--- config.mk ---
export PLATFORM = sky130hd
export DESIGN_NAME = fetch_multi_inflight_flat
export DESIGN_NICKNAME = d
export VERILOG_FILES = /design/src/rtl/fetch_multi_inflight_if.sv /design/src/rtl/fetch_multi_inflight.sv /design/src/flat_wrapper.sv
export SDC_FILE = /design/constraint.sdc
export NUM_CORES = 1
export LEC_CHECK = 0
export BUFFER_PORTS_ARGS = -buffer_cell sky130_fd_sc_hd__buf_2
export CAP_MARGIN = 20
export CORE_ASPECT_RATIO = 0.9
export CORE_UTILIZATION = 58
export DETAILED_ROUTE_END_ITERATION = 6
export GPL_ROUTABILITY_DRIVEN = 0
export GPL_TIMING_DRIVEN = 1
export MAX_ROUTING_LAYER = met4
export PLACE_DENSITY = 0.8
export SYNTH_ARGS = -nofsm -noshare
export SYNTH_HDL_FRONTEND = slang
export SYNTH_SLANG_ARGS = --single-unit
--- constraint.sdc ---
create_clock -name clk -period 5.63 [get_ports clk]
set_input_delay 0 -clock clk [delete_from_list [all_inputs] [get_ports clk]]
set_output_delay 0 -clock clk [all_outputs]
set_load 0.02 [all_outputs]
--- src/rtl/fetch_multi_inflight_if.sv ---
// fetch_multi_inflight_if: scheduler, flush, icache and ibuffer signals of the fetch front-end
interface fetch_multi_inflight_if #(
    parameter int NUM_WARPS   = 4,
    parameter int NUM_THREADS = 4,
    parameter int PC_BITS     = 31,
    parameter int ADDR_WIDTH  = 30,
    parameter int INSTR_WIDTH = 32,
    parameter int UUID_WIDTH  = 1,
    parameter int TAG_WIDTH   = 6
);
    localparam int NW_WIDTH = (NUM_WARPS > 1) ? $clog2(NUM_WARPS) : 1;
    logic                   sched_valid;
    logic [NW_WIDTH-1:0]    sched_wid;
    logic [PC_BITS-1:0]     sched_PC;
    logic [NUM_THREADS-1:0] sched_tmask;
    logic [UUID_WIDTH-1:0]  sched_uuid;
    logic                   sched_ready;
    logic                   flush_valid;
    logic [NW_WIDTH-1:0]    flush_wid;
    logic                   icache_req_valid;
    logic [ADDR_WIDTH-1:0]  icache_req_addr;
    logic [TAG_WIDTH-1:0]   icache_req_tag;
    logic                   icache_req_ready;
    logic                   icache_rsp_valid;
    logic [INSTR_WIDTH-1:0] icache_rsp_data;
    logic [TAG_WIDTH-1:0]   icache_rsp_tag;
    logic                   icache_rsp_ready;
    logic                   fetch_valid;
    logic [NW_WIDTH-1:0]    fetch_wid;
    logic [PC_BITS-1:0]     fetch_PC;
    logic [NUM_THREADS-1:0] fetch_tmask;
    logic [INSTR_WIDTH-1:0] fetch_instr;
    logic [UUID_WIDTH-1:0]  fetch_uuid;
    logic                   fetch_ready;
    logic [NUM_WARPS-1:0]   ibuf_pop;
    logic                   busy;

    modport master (
        input  sched_valid, sched_wid, sched_PC, sched_tmask, sched_uuid,
        output sched_ready,
        input  flush_valid, flush_wid,
        output icache_req_valid, icache_req_addr, icache_req_tag,
        input  icache_req_ready,
        input  icache_rsp_valid, icache_rsp_data, icache_rsp_tag,
        output icache_rsp_ready,
        output fetch_valid, fetch_wid, fetch_PC, fetch_tmask, fetch_instr, fetch_uuid,
        input  fetch_ready, ibuf_pop,
        output busy
    );

    modport slave (
        output sched_valid, sched_wid, sched_PC, sched_tmask, sched_uuid,
        input  sched_ready,
        output flush_valid, flush_wid,
        input  icache_req_valid, icache_req_addr, icache_req_tag,
        output icache_req_ready,
        output icache_rsp_valid, icache_rsp_data, icache_rsp_tag,
        input  icache_rsp_ready,
        input  fetch_valid, fetch_wid, fetch_PC, fetch_tmask, fetch_instr, fetch_uuid,
        output fetch_ready, ibuf_pop,
        input  busy
    );
endinterface

--- src/rtl/fetch_multi_inflight.sv ---
// fetch_multi_inflight: multi-outstanding instruction fetch with per-warp epoch flush and ibuffer credit
module fetch_multi_inflight #(
    parameter int NUM_WARPS   = 4,
    parameter int NUM_THREADS = 4,
    parameter int PC_BITS     = 31,
    parameter int ADDR_WIDTH  = 30,
    parameter int INSTR_WIDTH = 32,
    parameter int UUID_WIDTH  = 1,
    parameter int INFLIGHT    = 2,
    parameter int IBUF_SIZE   = 4,
    parameter int EPOCH_BITS  = 2,
    localparam int NW_WIDTH   = (NUM_WARPS > 1) ? $clog2(NUM_WARPS) : 1,
    localparam int SW         = (INFLIGHT > 1) ? $clog2(INFLIGHT) : 1,
    localparam int TAG_WIDTH  = UUID_WIDTH + EPOCH_BITS + SW + NW_WIDTH
) (
    input logic clk,
    input logic reset,
    fetch_multi_inflight_if.master bus
);
    localparam int IW = $clog2(INFLIGHT + 1);
    localparam int CW = $clog2(IBUF_SIZE + 1);
    localparam int RW = ADDR_WIDTH + TAG_WIDTH;

    logic [SW-1:0]          wr_slot     [NUM_WARPS];
    logic [SW-1:0]          rd_slot     [NUM_WARPS];
    logic [IW-1:0]          inflight    [NUM_WARPS];
    logic [IW-1:0]          inflight_nx [NUM_WARPS];
    logic [CW-1:0]          credit      [NUM_WARPS];
    logic [CW-1:0]          credit_nx   [NUM_WARPS];
    logic [EPOCH_BITS-1:0]  epoch       [NUM_WARPS];
    logic [PC_BITS-1:0]     pc_mem      [NUM_WARPS][INFLIGHT];
    logic [NUM_THREADS-1:0] tmask_mem   [NUM_WARPS][INFLIGHT];
    logic [EPOCH_BITS-1:0]  ep_mem      [NUM_WARPS][INFLIGHT];
    logic                   live_q, ob_valid, sk_valid, busy_q;
    logic [RW-1:0]          ob_data, sk_data, req_in;
    logic                   fire, rsp_live, rsp_fire, epoch_clash, pop_underflow, any_busy;
    logic [EPOCH_BITS-1:0]  req_epoch, rsp_epoch;
    logic [NW_WIDTH-1:0]    rsp_wid;
    logic [SW-1:0]          rsp_slot;

    assign bus.sched_ready = live_q && !sk_valid && inflight[bus.sched_wid] < IW'(INFLIGHT)
                             && credit[bus.sched_wid] < CW'(IBUF_SIZE);
    assign fire      = bus.sched_valid && bus.sched_ready;
    // a flush landing with the request must tag it with the post-flush epoch
    assign req_epoch = epoch[bus.sched_wid] + EPOCH_BITS'(bus.flush_valid && bus.flush_wid == bus.sched_wid);
    assign req_in    = {bus.sched_PC[1 +: ADDR_WIDTH], bus.sched_uuid, req_epoch, wr_slot[bus.sched_wid], bus.sched_wid};
    assign bus.icache_req_valid = ob_valid;
    assign {bus.icache_req_addr, bus.icache_req_tag} = ob_data;

    assign rsp_wid   = bus.icache_rsp_tag[0 +: NW_WIDTH];
    assign rsp_slot  = bus.icache_rsp_tag[NW_WIDTH +: SW];
    assign rsp_epoch = bus.icache_rsp_tag[NW_WIDTH + SW +: EPOCH_BITS];
    assign rsp_live  = rsp_epoch == epoch[rsp_wid];
    assign rsp_fire  = bus.icache_rsp_valid && bus.icache_rsp_ready;
    assign bus.icache_rsp_ready = rsp_live ? bus.fetch_ready : 1'b1;
    assign bus.fetch_valid = bus.icache_rsp_valid && rsp_live;
    assign bus.fetch_wid   = rsp_wid;
    assign bus.fetch_PC    = pc_mem[rsp_wid][rsp_slot];
    assign bus.fetch_tmask = tmask_mem[rsp_wid][rsp_slot];
    assign bus.fetch_instr = bus.icache_rsp_data;
    assign bus.fetch_uuid  = bus.icache_rsp_tag[TAG_WIDTH-1 -: UUID_WIDTH];
    assign bus.busy        = busy_q;

    always_comb begin
        any_busy      = 1'b0;
        pop_underflow = 1'b0;
        epoch_clash   = 1'b0;
        for (int w = 0; w < NUM_WARPS; w++) begin
            inflight_nx[w] = inflight[w] + IW'(fire && bus.sched_wid == NW_WIDTH'(w))
                             - IW'(rsp_fire && rsp_wid == NW_WIDTH'(w));
            credit_nx[w]   = credit[w] + CW'(fire && bus.sched_wid == NW_WIDTH'(w))
                             - CW'(rsp_fire && !rsp_live && rsp_wid == NW_WIDTH'(w)) - CW'(bus.ibuf_pop[w]);
            any_busy      |= inflight_nx[w] != '0;
            pop_underflow |= bus.ibuf_pop[w] && credit[w] == '0;
        end
        // slots from rd_slot onward, inflight of them, are still owed a response
        for (int s = 0; s < INFLIGHT; s++)
            epoch_clash |= (IW'(SW'(SW'(s) - rd_slot[bus.flush_wid])) < inflight[bus.flush_wid])
                           && (ep_mem[bus.flush_wid][s] == epoch[bus.flush_wid] + 1'b1);
    end

    always_ff @(posedge clk or negedge reset) begin
        if (!reset) begin
            live_q   <= 1'b0;
            ob_valid <= 1'b0;
            sk_valid <= 1'b0;
            busy_q   <= 1'b0;
            for (int w = 0; w < NUM_WARPS; w++) begin
                wr_slot[w]  <= '0;
                rd_slot[w]  <= '0;
                inflight[w] <= '0;
                credit[w]   <= '0;
                epoch[w]    <= '0;
            end
        end else begin
            live_q <= 1'b1;
            busy_q <= any_busy;
            if (!ob_valid || bus.icache_req_ready) begin
                ob_valid <= sk_valid || fire;
                ob_data  <= sk_valid ? sk_data : req_in;
                sk_valid <= 1'b0;
            end else if (fire) begin
                sk_valid <= 1'b1;
                sk_data  <= req_in;
            end
            for (int w = 0; w < NUM_WARPS; w++) begin
                inflight[w] <= inflight_nx[w];
                credit[w]   <= credit_nx[w];
                if (fire && bus.sched_wid == NW_WIDTH'(w))
                    wr_slot[w] <= wr_slot[w] + SW'(INFLIGHT > 1);
                if (rsp_fire && rsp_wid == NW_WIDTH'(w))
                    rd_slot[w] <= rd_slot[w] + SW'(INFLIGHT > 1);
                if (bus.flush_valid && bus.flush_wid == NW_WIDTH'(w))
                    epoch[w] <= epoch[w] + 1'b1;
            end
        end
    end

    always_ff @(posedge clk) begin
        if (fire) begin
            pc_mem[bus.sched_wid][wr_slot[bus.sched_wid]]    <= bus.sched_PC;
            tmask_mem[bus.sched_wid][wr_slot[bus.sched_wid]] <= bus.sched_tmask;
            ep_mem[bus.sched_wid][wr_slot[bus.sched_wid]]    <= req_epoch;
        end
    end

    a_pc_nonzero: assert property (@(posedge clk) disable iff (!reset) bus.sched_valid |-> bus.sched_PC != '0);
    a_pop_credit: assert property (@(posedge clk) disable iff (!reset) !pop_underflow);
    a_epoch_wrap: assert property (@(posedge clk) disable iff (!reset) bus.flush_valid |-> !epoch_clash);
    a_rsp_order:  assert property (@(posedge clk) disable iff (!reset)
                                   rsp_fire |-> inflight[rsp_wid] != '0 && rsp_slot == rd_slot[rsp_wid]);
endmodule

--- src/flat_wrapper.sv ---
// flat-port wrapper written by rule: the top's interface ports become plain ports
module fetch_multi_inflight_flat 
#(
    parameter int NUM_WARPS   = 4,
    parameter int NUM_THREADS = 4,
    parameter int PC_BITS     = 31,
    parameter int ADDR_WIDTH  = 30,
    parameter int INSTR_WIDTH = 32,
    parameter int UUID_WIDTH  = 1,
    parameter int INFLIGHT    = 2,
    parameter int IBUF_SIZE   = 4,
    parameter int EPOCH_BITS  = 2,
    localparam int NW_WIDTH   = (NUM_WARPS > 1) ? $clog2(NUM_WARPS) : 1,
    localparam int SW         = (INFLIGHT > 1) ? $clog2(INFLIGHT) : 1,
    localparam int TAG_WIDTH  = UUID_WIDTH + EPOCH_BITS + SW + NW_WIDTH
)
  (clk, reset, bus_sched_valid, bus_sched_wid, bus_sched_PC, bus_sched_tmask, bus_sched_uuid, bus_sched_ready, bus_flush_valid, bus_flush_wid, bus_icache_req_valid, bus_icache_req_addr, bus_icache_req_tag, bus_icache_req_ready, bus_icache_rsp_valid, bus_icache_rsp_data, bus_icache_rsp_tag, bus_icache_rsp_ready, bus_fetch_valid, bus_fetch_wid, bus_fetch_PC, bus_fetch_tmask, bus_fetch_instr, bus_fetch_uuid, bus_fetch_ready, bus_ibuf_pop, bus_busy);
  fetch_multi_inflight_if #(.NUM_WARPS(NUM_WARPS), .NUM_THREADS(NUM_THREADS), .PC_BITS(PC_BITS), .ADDR_WIDTH(ADDR_WIDTH), .INSTR_WIDTH(INSTR_WIDTH), .UUID_WIDTH(UUID_WIDTH)) bus_i ();
  input logic clk;
  input logic reset;
  input wire logic [$bits(bus_i.sched_valid)-1:0] bus_sched_valid;
  input wire logic [$bits(bus_i.sched_wid)-1:0] bus_sched_wid;
  input wire logic [$bits(bus_i.sched_PC)-1:0] bus_sched_PC;
  input wire logic [$bits(bus_i.sched_tmask)-1:0] bus_sched_tmask;
  input wire logic [$bits(bus_i.sched_uuid)-1:0] bus_sched_uuid;
  output wire logic [$bits(bus_i.sched_ready)-1:0] bus_sched_ready;
  input wire logic [$bits(bus_i.flush_valid)-1:0] bus_flush_valid;
  input wire logic [$bits(bus_i.flush_wid)-1:0] bus_flush_wid;
  output wire logic [$bits(bus_i.icache_req_valid)-1:0] bus_icache_req_valid;
  output wire logic [$bits(bus_i.icache_req_addr)-1:0] bus_icache_req_addr;
  output wire logic [$bits(bus_i.icache_req_tag)-1:0] bus_icache_req_tag;
  input wire logic [$bits(bus_i.icache_req_ready)-1:0] bus_icache_req_ready;
  input wire logic [$bits(bus_i.icache_rsp_valid)-1:0] bus_icache_rsp_valid;
  input wire logic [$bits(bus_i.icache_rsp_data)-1:0] bus_icache_rsp_data;
  input wire logic [$bits(bus_i.icache_rsp_tag)-1:0] bus_icache_rsp_tag;
  output wire logic [$bits(bus_i.icache_rsp_ready)-1:0] bus_icache_rsp_ready;
  output wire logic [$bits(bus_i.fetch_valid)-1:0] bus_fetch_valid;
  output wire logic [$bits(bus_i.fetch_wid)-1:0] bus_fetch_wid;
  output wire logic [$bits(bus_i.fetch_PC)-1:0] bus_fetch_PC;
  output wire logic [$bits(bus_i.fetch_tmask)-1:0] bus_fetch_tmask;
  output wire logic [$bits(bus_i.fetch_instr)-1:0] bus_fetch_instr;
  output wire logic [$bits(bus_i.fetch_uuid)-1:0] bus_fetch_uuid;
  input wire logic [$bits(bus_i.fetch_ready)-1:0] bus_fetch_ready;
  input wire logic [$bits(bus_i.ibuf_pop)-1:0] bus_ibuf_pop;
  output wire logic [$bits(bus_i.busy)-1:0] bus_busy;
  assign bus_i.sched_valid = bus_sched_valid;
  assign bus_i.sched_wid = bus_sched_wid;
  assign bus_i.sched_PC = bus_sched_PC;
  assign bus_i.sched_tmask = bus_sched_tmask;
  assign bus_i.sched_uuid = bus_sched_uuid;
  assign bus_sched_ready = bus_i.sched_ready;
  assign bus_i.flush_valid = bus_flush_valid;
  assign bus_i.flush_wid = bus_flush_wid;
  assign bus_icache_req_valid = bus_i.icache_req_valid;
  assign bus_icache_req_addr = bus_i.icache_req_addr;
  assign bus_icache_req_tag = bus_i.icache_req_tag;
  assign bus_i.icache_req_ready = bus_icache_req_ready;
  assign bus_i.icache_rsp_valid = bus_icache_rsp_valid;
  assign bus_i.icache_rsp_data = bus_icache_rsp_data;
  assign bus_i.icache_rsp_tag = bus_icache_rsp_tag;
  assign bus_icache_rsp_ready = bus_i.icache_rsp_ready;
  assign bus_fetch_valid = bus_i.fetch_valid;
  assign bus_fetch_wid = bus_i.fetch_wid;
  assign bus_fetch_PC = bus_i.fetch_PC;
  assign bus_fetch_tmask = bus_i.fetch_tmask;
  assign bus_fetch_instr = bus_i.fetch_instr;
  assign bus_fetch_uuid = bus_i.fetch_uuid;
  assign bus_i.fetch_ready = bus_fetch_ready;
  assign bus_i.ibuf_pop = bus_ibuf_pop;
  assign bus_busy = bus_i.busy;
  fetch_multi_inflight #(.NUM_WARPS(NUM_WARPS), .NUM_THREADS(NUM_THREADS), .PC_BITS(PC_BITS), .ADDR_WIDTH(ADDR_WIDTH), .INSTR_WIDTH(INSTR_WIDTH), .UUID_WIDTH(UUID_WIDTH), .INFLIGHT(INFLIGHT), .IBUF_SIZE(IBUF_SIZE), .EPOCH_BITS(EPOCH_BITS)) u_core (.clk(clk), .reset(reset), .bus(bus_i));
endmodule
==> Word level (Yosys, flattened, before mapping) <==
Memories as Yosys holds them, arrays and structs flattened.
Index checks and enable logic that the tools add are counted.
{ "totals": {"reg_bits": 108, "ramBits": 280, "in_bits": 89, "out_inout_bits": 111, "word_cells": 151, "memories": 2} }
{ "classes": {"addsub": 29, "magnitude_cmp": 7, "n_eq_ne": 11, "mux": 32, "bitwise_logic": 8, "reduce_logical": 40} }
{ "memory_table": {"columns": ["memory", "words", "width", "read_ports", "rd_ports_with_merged_regs", "write_ports", "line_no", "source"], "rows": [
  ["u_core.pc_mem", 4, 62, 1, 0, 1, "fetch_multi_inflight.sv:31", "logic [PC_BITS-1:0] pc_mem [NUM_WARPS][INFLIGHT];"],
  ["u_core.tmask_mem", 4, 8, 1, 0, 1, "fetch_multi_inflight.sv:32", "logic [NUM_THREADS-1:0] tmask_mem [NUM_WARPS][INFLIGHT];"]
]} }
{ "op_table": {"columns": ["op", "n"], "rows": [
  ["31-bit 2-to-1 mux", 4],
  ["62-bit 2-to-1 mux", 1],
  ["36-bit 2-to-1 mux", 1],
  ["31-bit demux with 1-bit select", 1],
  ["1-bit logical AND", 25],
  ["3-bit by 1-bit subtractor with 3-bit output", 8],
  ["4-bit 2-to-1 mux", 4],
  ["3-bit by 1-bit adder with 3-bit output", 4],
  ["2-bit binary-select mux with 2-bit select", 3],
  ["2-bit equality test (second input constant)", 6],
  ["2-bit 2-to-1 mux", 6],
  ["2-bit by 1-bit adder with 2-bit output", 5],
  ["2-bit nonzero test", 5],
  ["2-bit by 1-bit adder with 2-bit output (second input constant)", 4],
  ["8-bit 2-to-1 mux", 1],
  ["2-bit by 1-bit subtractor with 2-bit output", 4],
  ["3-bit binary-select mux with 2-bit select", 1],
  ["2-bit by 1-bit equality test with 1-bit output (second input constant)", 3],
  ["3-bit >= comparator (second input constant)", 2],
  ["2-bit logical NOT", 3],
  ["1-bit 2-to-1 mux", 6],
  ["3-bit 2-to-1 mux", 2],
  ["2-bit NOT with 3-bit output", 2],
  ["1-bit adder (second input constant)", 4],
  ["14 further kinds", 22]
]} }

==> Depth between registers and ports, before layout <==
Gate-level depths: netlist of the first run.
{ "logic_depth": {"word_depth": 15, "ltp_mapped": 14, "ltp_nobuf": 11} }

==> Worst setup path after synthesis of the first run <==
No wires, ideal clock.
{ "synth_timing": {"path_type": "register to register", "startpoint": "reg u_core.sk_valid", "endpoint": "mem u_core.pc_mem[0][0] (netlist bit), enable pin", "setup_ps": 518, "t_arrival_ps": 4111, "required_time_ps": 5112, "setup_slack_ps": 1001, "stages_incl_launch_ff": 4, "path_buffers": 0, "period_less_slack_ps": 4629, "cell_sequence": "dfrtp_1 > nor2b_2 > o311ai_1 > nor4_1"} }
{ "synth_via": {"elab_chain_cells": 7} }
{ "synth_lines": {"columns": ["item", "line_no", "source"], "rows": [
  ["start: declaration", "fetch_multi_inflight.sv:34", "logic live_q, ob_valid, sk_valid, busy_q;"],
  ["start signal: assignment", "fetch_multi_inflight.sv:86", "sk_valid <= 1'b0;"],
  ["start signal: assignment", "fetch_multi_inflight.sv:101", "sk_valid <= 1'b0;"],
  ["start signal: assignment", "fetch_multi_inflight.sv:103", "sk_valid <= 1'b1;"],
  ["1-bit logical NOT", "fetch_multi_inflight.sv:41", "assign bus.sched_ready = live_q && !sk_valid && inflight[bus.sched_wid] < IW'(INFLIGHT)"],
  ["1-bit logical AND (2 in a row)", "fetch_multi_inflight.sv:41", null],
  ["1-bit logical AND", "fetch_multi_inflight.sv:42", "&& credit[bus.sched_wid] < CW'(IBUF_SIZE);"],
  ["1-bit logical AND", "fetch_multi_inflight.sv:43", "assign fire = bus.sched_valid && bus.sched_ready;"],
  ["1-bit 2-to-1 mux", "fetch_multi_inflight.sv:120", "if (fire) begin"],
  ["62-bit 2-to-1 mux (implied by the code)", "fetch_multi_inflight.sv:121", "pc_mem[bus.sched_wid][wr_slot[bus.sched_wid]] <= bus.sched_PC;"],
  ["end: declaration", "fetch_multi_inflight.sv:31", null]
]} }
Every way passes these cells.

==> Final worst setup path of the first run <==
{ "layout_timing": {"startpoint": "reg u_core.sk_valid", "endpoint": "mem u_core.pc_mem[1][12] (netlist bit), enable pin"} }
Same word-level chain as after synthesis.

==> impl_metrics.tcl, run 1 <==
set metrics [dict create \
    hold_ws_ns 0.00000886 \
    p_sw_mw 1.61 \
    final_common_cell "edfxtp_1" \
    grt.overflow.total 0 \
    routed_wl_um 29600 \
    seqPwrFrac_pct 49.9 \
    final_area_um2 18400 \
    synth_top_area_share_pct 67.3 \
    cp.required_ns 5.83 \
    pwr-share-comb_pct 12.1 \
    grt_pass1_wl_um 45200 \
    clk_pin_slew_ns 0.06 \
    cts_buffer_depth 3 \
    io_pins 200 \
    grt_start_max_net_pins 43 \
    endpoint_kind "flop" \
    syn_avg_cell_area_um2 20.8 \
    finalNonFillerCells 1302 \
    cts_max_level 2 \
    wl_per_cell_um 22.8 \
    synth_area_um2 15700 \
    finalClockSkew_ns 0.0118 \
    final_cell_mix "edfxtp_1 (352), buf_2 (131), mux4_2 (59)" \
    drtIter0Drc 716 \
    setup_violations 0 \
    drive_above_1_share_pct 36.3 \
    antenna_left 0 \
    dr.pass1.iters 5 \
    cts.sinks 388 \
    p_int_mw 5.33 \
    crit_fanout 41 \
    async_flop_share_pct 9.28 \
    ys_ff_latch 388 \
    grt_pass1_vias 7800 \
    arrival_ns 3.60 \
    core_area_um2 26300 \
    dp_slack_ns 2.24 \
    outcome "complete, no violations" \
    seq_area_frac_synth_pct 73.0 \
    die_w_um 175 \
    synth_nets 869 \
    area_delta_synth_final_pct 16.8 \
    hold_class "input port to primary output" \
    fin_total_pwr_mw 6.94 \
    final_util_pct 69.7 \
    relSlewSlack_pct 28.1 \
    p_clk_share_pct 38.1 \
    synth_area_leaders "edfxtp_1 (67%), mux4_2 (8.5%), dfrtp_1 (5.7%), mux2_4 (3.2%), mux2_2 (2.6%)" \
    cts_tree "done" \
    crit_type "flop to flop" \
    rsz0062_at_grt "no" \
    cap_violations 0 \
    fin_ws_ns 2.22 \
    fin_crit_sh_pct 60.5 \
    cellPowerDensity_nw_per_um2 378 \
    die_h_um 158 \
    min_period_ns 3.41 \
    p_sw_share_pct 23.2 \
    drt-vias-per-instance 5.82 \
    max-vdd-ir-drop_uv 260 \
    fill_cells 1616 \
    post_dp_cell_area_um2 16600 \
    clk_latency_ns 0.52 \
    layout.nets 1037 \
    leakage_nw 6.60 \
    tightest_slew_ns 1.08 \
    post-dp-hpwl_um 16900 \
    initial_utilization_pct 59.6 \
    dieArea_um2 27800 \
    cts_setup_buffers 0 \
    io_buffers 133 \
    dp.cells 1184 \
    synth.distinct_cells 49 \
    fin_tns_setup_ns 0 \
    synth_area_leader_cell "edfxtp_1" \
    maxSlewViolCount 0 \
    drc 0 \
    global_route.usage.total_pct 22.9 \
    antenna_found_initial 1 \
    synth_ff_type "edfxtp_1" \
    syn_inst 755 \
    yosys_warnings 0 \
    rows 56 \
    cts_buffers 39 \
    max_freq_mhz 294 \
    hold_viol 0 \
    startpoint_type "flop" \
    synth_edf_count 352 \
    cts_root_buf "clkbuf_16" \
    vias 7583 \
]
logic make-up (layout without fill, tap and decap cells):
family,Yosys count,in the layout,share of synthesized area (%)
XOR/XNOR,33,33,1.84
AO/OA/AOI/OAI,15,15,0.677
flip-flops,388,388,73.0
multiplexers,147,147,16.8
other,1,2,0.0239
buffers and inverters,92,290,3.67
AND/OR/NAND/NOR,54,54,1.82
adder cells (fa/ha/maj),25,25,2.18
power groups by stage:
| stage | logic, mW | registers (mW) | clock network [mW] |
|---|---|---|---|
| final | 0.836 | 3.46 | 2.64 |
| after global routing | 0.921 | 3.48 | 2.78 |
| after CTS | 0.846 | 3.46 | 2.69 |
| after detailed placement | 0.812 | 3.51 | 0 |
| after global placement | 0.777 | 3.51 | 0 |
| after floorplan | 0.560 | 3.53 | 0 |
metal layers:
metal | part of all wire, % | track usage, %
met3 | 5.4 | 3.46
met1 | 43 | 30.9
met5 | 0 | -
met2 | 49 | 36.6
met4 | 2.5 | 7.29
Yosys cell counts (11+ instances only):
cell type,instances
nor2_1,15
edfxtp_1,352
ha_1,21
xnor2_1,27
mux4_2,59
mux2_4,34
inv_1,27
mux2_2,36
mux4_1,13
buf_4,36
dfrtp_1,36
nand2_1,11
flip-flops by register name, summed over array words and instances, names as in the netlist:
| signal | cells |
|---|---|
| u_core.bus.icache_req_valid | 1 |
| u_core.live_q | 1 |
| u_core.wr_slot | 4 |
| u_core.credit | 12 |
| u_core.sk_valid | 1 |
| u_core.epoch | 8 |
| u_core.inflight | 8 |
| u_core.tmask_mem | 32 |
| u_core.sk_data | 36 |
| u_core.bus.busy | 1 |
| u_core.pc_mem | 248 |
| u_core.ob_data | 36 |
cell type report:
type	instances	area, um^2	share of cell area, %
flip-flops and latches	388	11500	62.5
diodes	1	2.50	0.0136
clock inverters	22	243	1.32
clock buffers	49	1090	5.92
repair buffers	191	1280	6.99
inverters	28	105	0.572
well taps	348	435	2.37
multi-input cells	275	3730	20.3
path summary, 6_finish.rpt:
kind,from,to,slack [ns],cells past startpoint
worst max-delay path,u_core.sk_valid,u_core.pc_mem[1][12],2.22,5
worst min-delay path,bus_icache_rsp_data[24],bus_fetch_instr[24],0.000009,0
worst max register to register,u_core.sk_valid,u_core.pc_mem[1][12],2.22,5
worst min register to register,u_core.wr_slot[1],u_core.wr_slot[1],0.48,1
max in group asynchronous,reset,u_core.sk_valid,4.90,2
min in group asynchronous,reset,u_core.credit[9],0.13,2
timing repair:
| item | CTS | global route |
|---|---|---|
| hold buffers | 45 | 0 |
| resized for setup | 0 | 0 |
| hold endpoints to repair | 390 | 0 |
worst max-delay path, cell delays in order, from the launching register on:
cell      delay (ns)
dfrtp_2         0.79
nor2b_2         0.29
o311ai_1        0.20
or4_1           0.71
nor2_4          0.69
buf_4           0.40
(Power assumes the default switching activity.)
==> run 2: changes to the inputs <==
- ABC_AREA: default -> 1
- CORE_UTILIZATION: 58 -> 52
- PLACE_DENSITY: 0.8 -> 0.76
- clock period: 5.63 -> 2.8 ns (I/O delays scaled with it)
==> run 2 against run 1 <==
Global-route usage is 0.34 points higher. Final area shrank 0.77%. Synthesized area down 2.0%. Non-clock buffer count increased by 14. Via count up 24%. Clock power grew 95%. Fmax increased by 46%. Largest power group unchanged. Sequential power up 100%. Wire length grew 13%. Setup slack worse by 1.8 ns. Critical path type unchanged. Combinational power increased by 110%. Sequential share of layout area grew 0.48 points.
==> impl_metrics.tcl, run 2 <==
set metrics [dict create \
    cts_buffers 39 \
    grt_start_max_net_pins 71 \
    hold_ws_ns 0.00000561 \
    largest_reg_flops 248 \
    endpoint_kind "flop" \
    p_clk_share_pct 37.1 \
    io_buffers 133 \
    yosysMostFrequentCell "edfxtp_1" \
    synth_top_family_by_area "simple AND/OR/NAND/NOR gates" \
    hold_viol 0 \
    cap_violations 0 \
    fin_crit_sh_pct 83.2 \
    r2r_cells 16 \
    rsz0062_at_grt "no" \
    p_int_mw 10.5 \
    slowest_stage "dfrtp_1" \
    fin_total_pwr_mw 13.9 \
    finalClockSkew_ns 0.0165 \
    seqPwrFrac_pct 50.1 \
    antenna_found_initial 1 \
    cts_max_level 2 \
    cts_root_buf "clkbuf_16" \
    cts.sinks 388 \
    cts_setup_buffers 0 \
    maxSlewViolCount 0 \
    crit_path_end "u_core.bus.busy" \
    min_period_ns 2.33 \
    drc 0 \
    grt_pass1_vias 9407 \
    synth_area_leader_cell "edfxtp_1" \
    wl_per_cell_um 19.5 \
    io_pins 200 \
    synth_ff_type "edfxtp_1" \
    clk_latency_ns 0.52 \
    drtIter0Drc 677 \
    path_depth 16 \
    relSlewSlack_pct 58.0 \
    r2r-end "u_core.bus.busy" \
    route.met3.wl_um 2220 \
    cellPowerDensity_nw_per_um2 763 \
    p_sw_mw 3.41 \
    synth.distinct_cells 38 \
    pwr-share-comb_pct 12.7 \
    final_util_pct 62.8 \
    ys_ff_latch 388 \
    cp.required_ns 3.20 \
    rows 59 \
    drive_above_1_share_pct 18.8 \
    routed_wl_um 33500 \
    top_layer_used "met4" \
    path_cells "inv_1 > o21ai_0 > nand2_1 > nand2_1 > nand2_1 > nand2_1 > nand3_1 > nand2_1 > nor2_1 > ha_1 > inv_1 > ha_1 > xnor2_1 > xnor2_1 > nor3_1 > nand3_1" \
    synth_xor_area_share_pct 1.36 \
    synthSimpleGateAreaFrac_pct 12.1 \
    cts_buffer_depth 3 \
    startpoint "u_core.epoch[6]" \
    outcome "complete, no violations" \
    drt-vias-per-instance 5.48 \
    arrival_ns 2.73 \
    antenna_left 0 \
    crit_fanout 4 \
    syn_inst 1123 \
    final_cell_mix "edfxtp_1 (352), nand2_1 (316), buf_2 (133)" \
    slowest_delay_ns 0.33 \
    cp_common_cell "nand2_1" \
    dr.pass1.iters 5 \
    synth_edf_count 352 \
    path_buf_inv 2 \
    rrSetupSlack_ns 0.47 \
    synth_common_cells "edfxtp_1 (352), nand2_1 (316), nor2_1 (63), a22oi_1 (53), inv_1 (46)" \
    seq_area_frac_synth_pct 74.5 \
    yosys_warnings 0 \
    dp_slack_ns 0.516 \
    crit_type "flop to flop" \
    route.met2.wl_um 16200 \
    post_dp_cell_area_um2 16500 \
    synth_area_um2 15400 \
    die_h_um 165 \
    setup_violations 0 \
    cts_tree "done" \
    max-vdd-ir-drop_uv 498 \
    area_delta_synth_final_pct 18.3 \
    global_route.usage.total_pct 23.3 \
    synth.area.mux_share_pct 0 \
    dieArea_um2 30300 \
    final_common_cell "edfxtp_1" \
    synth_area_leaders "edfxtp_1 (69%), nand2_1 (7.7%), dfrtp_1 (5.8%), a22oi_1 (2.6%), buf_4 (2.0%)" \
    grt_pass1_wl_um 51600 \
    async_flop_share_pct 9.28 \
    core_area_um2 29000 \
    synth_top_area_share_pct 68.6 \
    die_w_um 183 \
    startpoint_type "flop" \
    vias 9414 \
    p_sw_share_pct 24.5 \
    max_freq_mhz 429 \
    dp.cells 1598 \
    worstReg2RegStart "u_core.epoch[6]" \
    crit_family "simple AND/OR/NAND/NOR gates" \
    finalNonFillerCells 1717 \
    grt.overflow.total 0 \
    fill_cells 2091 \
    fin_tns_setup_ns 0 \
    initial_utilization_pct 53.1 \
    fin_ws_ns 0.471 \
    synthAdderAreaFrac_pct 2.23 \
    regArea_um2 11500 \
    hold_class "input port to primary output" \
    synth_compound_area_share_pct 5.24 \
    cts.repair.resized 0 \
    syn_avg_cell_area_um2 13.7 \
    clk_pin_slew_ns 0.06 \
    tightest_slew_ns 0.628 \
    layout.nets 1404 \
    m1WireLength_um 14000 \
    synth_nets 1237 \
    post-dp-hpwl_um 18900 \
    leakage_nw 6.78 \
    multi_input_area_um2 3310 \
    final_area_um2 18200 \
]
==> run 2: area by class of cell <==
type / instances / share of cell area [%]
Timing Repair Buffer: 205 / 7.95
Multi-Input combinational cell: 598 / 18.2
Clock inverter: 21 / 1.28
Inverter: 58 / 1.21
Antenna cell: 1 / 0.0137
Tap cell: 396 / 2.72
Sequential cell: 388 / 63.0
Clock buffer: 50 / 5.70
==> run 2: how the worst min path moves through the flow <==
stage / to / cells after the start / startpoint
global placement: bus_fetch_instr[31] / 0 / bus_icache_rsp_data[31]
floorplan: u_core.bus.busy / 0 / reset
CTS: bus_fetch_instr[31] / 0 / bus_icache_rsp_data[31]
detailed placement: bus_fetch_instr[31] / 0 / bus_icache_rsp_data[31]
finish: bus_fetch_instr[8] / 0 / bus_icache_rsp_data[8]
global route: bus_fetch_instr[6] / 0 / bus_icache_rsp_data[6]
==> run 2: logic make-up after synthesis <==
family,Yosys count
AND/OR/NAND/NOR,438
adder cells (fa/ha/maj),25
flip-flops,388
buffers and inverters,137
XOR/XNOR,24
other,1
AO/OA/AOI/OAI,110
==> run 2: repair_timing <==
item / in CTS / in global routing
hold endpoints to repair: 396 / 0
hold buffers: 47 / 0
endpoints found under the setup margin: 0 / 0
==> run 2: power groups by stage <==
stage / combinational, mW / clock (mW) / sequential (mW)
after floorplan: 1.10 / 0 / 7.13
after global placement: 1.65 / 0 / 7.06
after detailed placement: 1.71 / 0 / 7.08
after CTS: 1.78 / 5.24 / 6.96
after global routing: 1.97 / 5.47 / 7.01
final: 1.77 / 5.16 / 6.97
==> run 2: per-layer routing <==
layer	GRT usage [%]	vias to the layer above
li1	-	4309
met1	29.9	4640
met2	37.6	378
met3	3.79	87
met4	9.09	0
met5	-	-
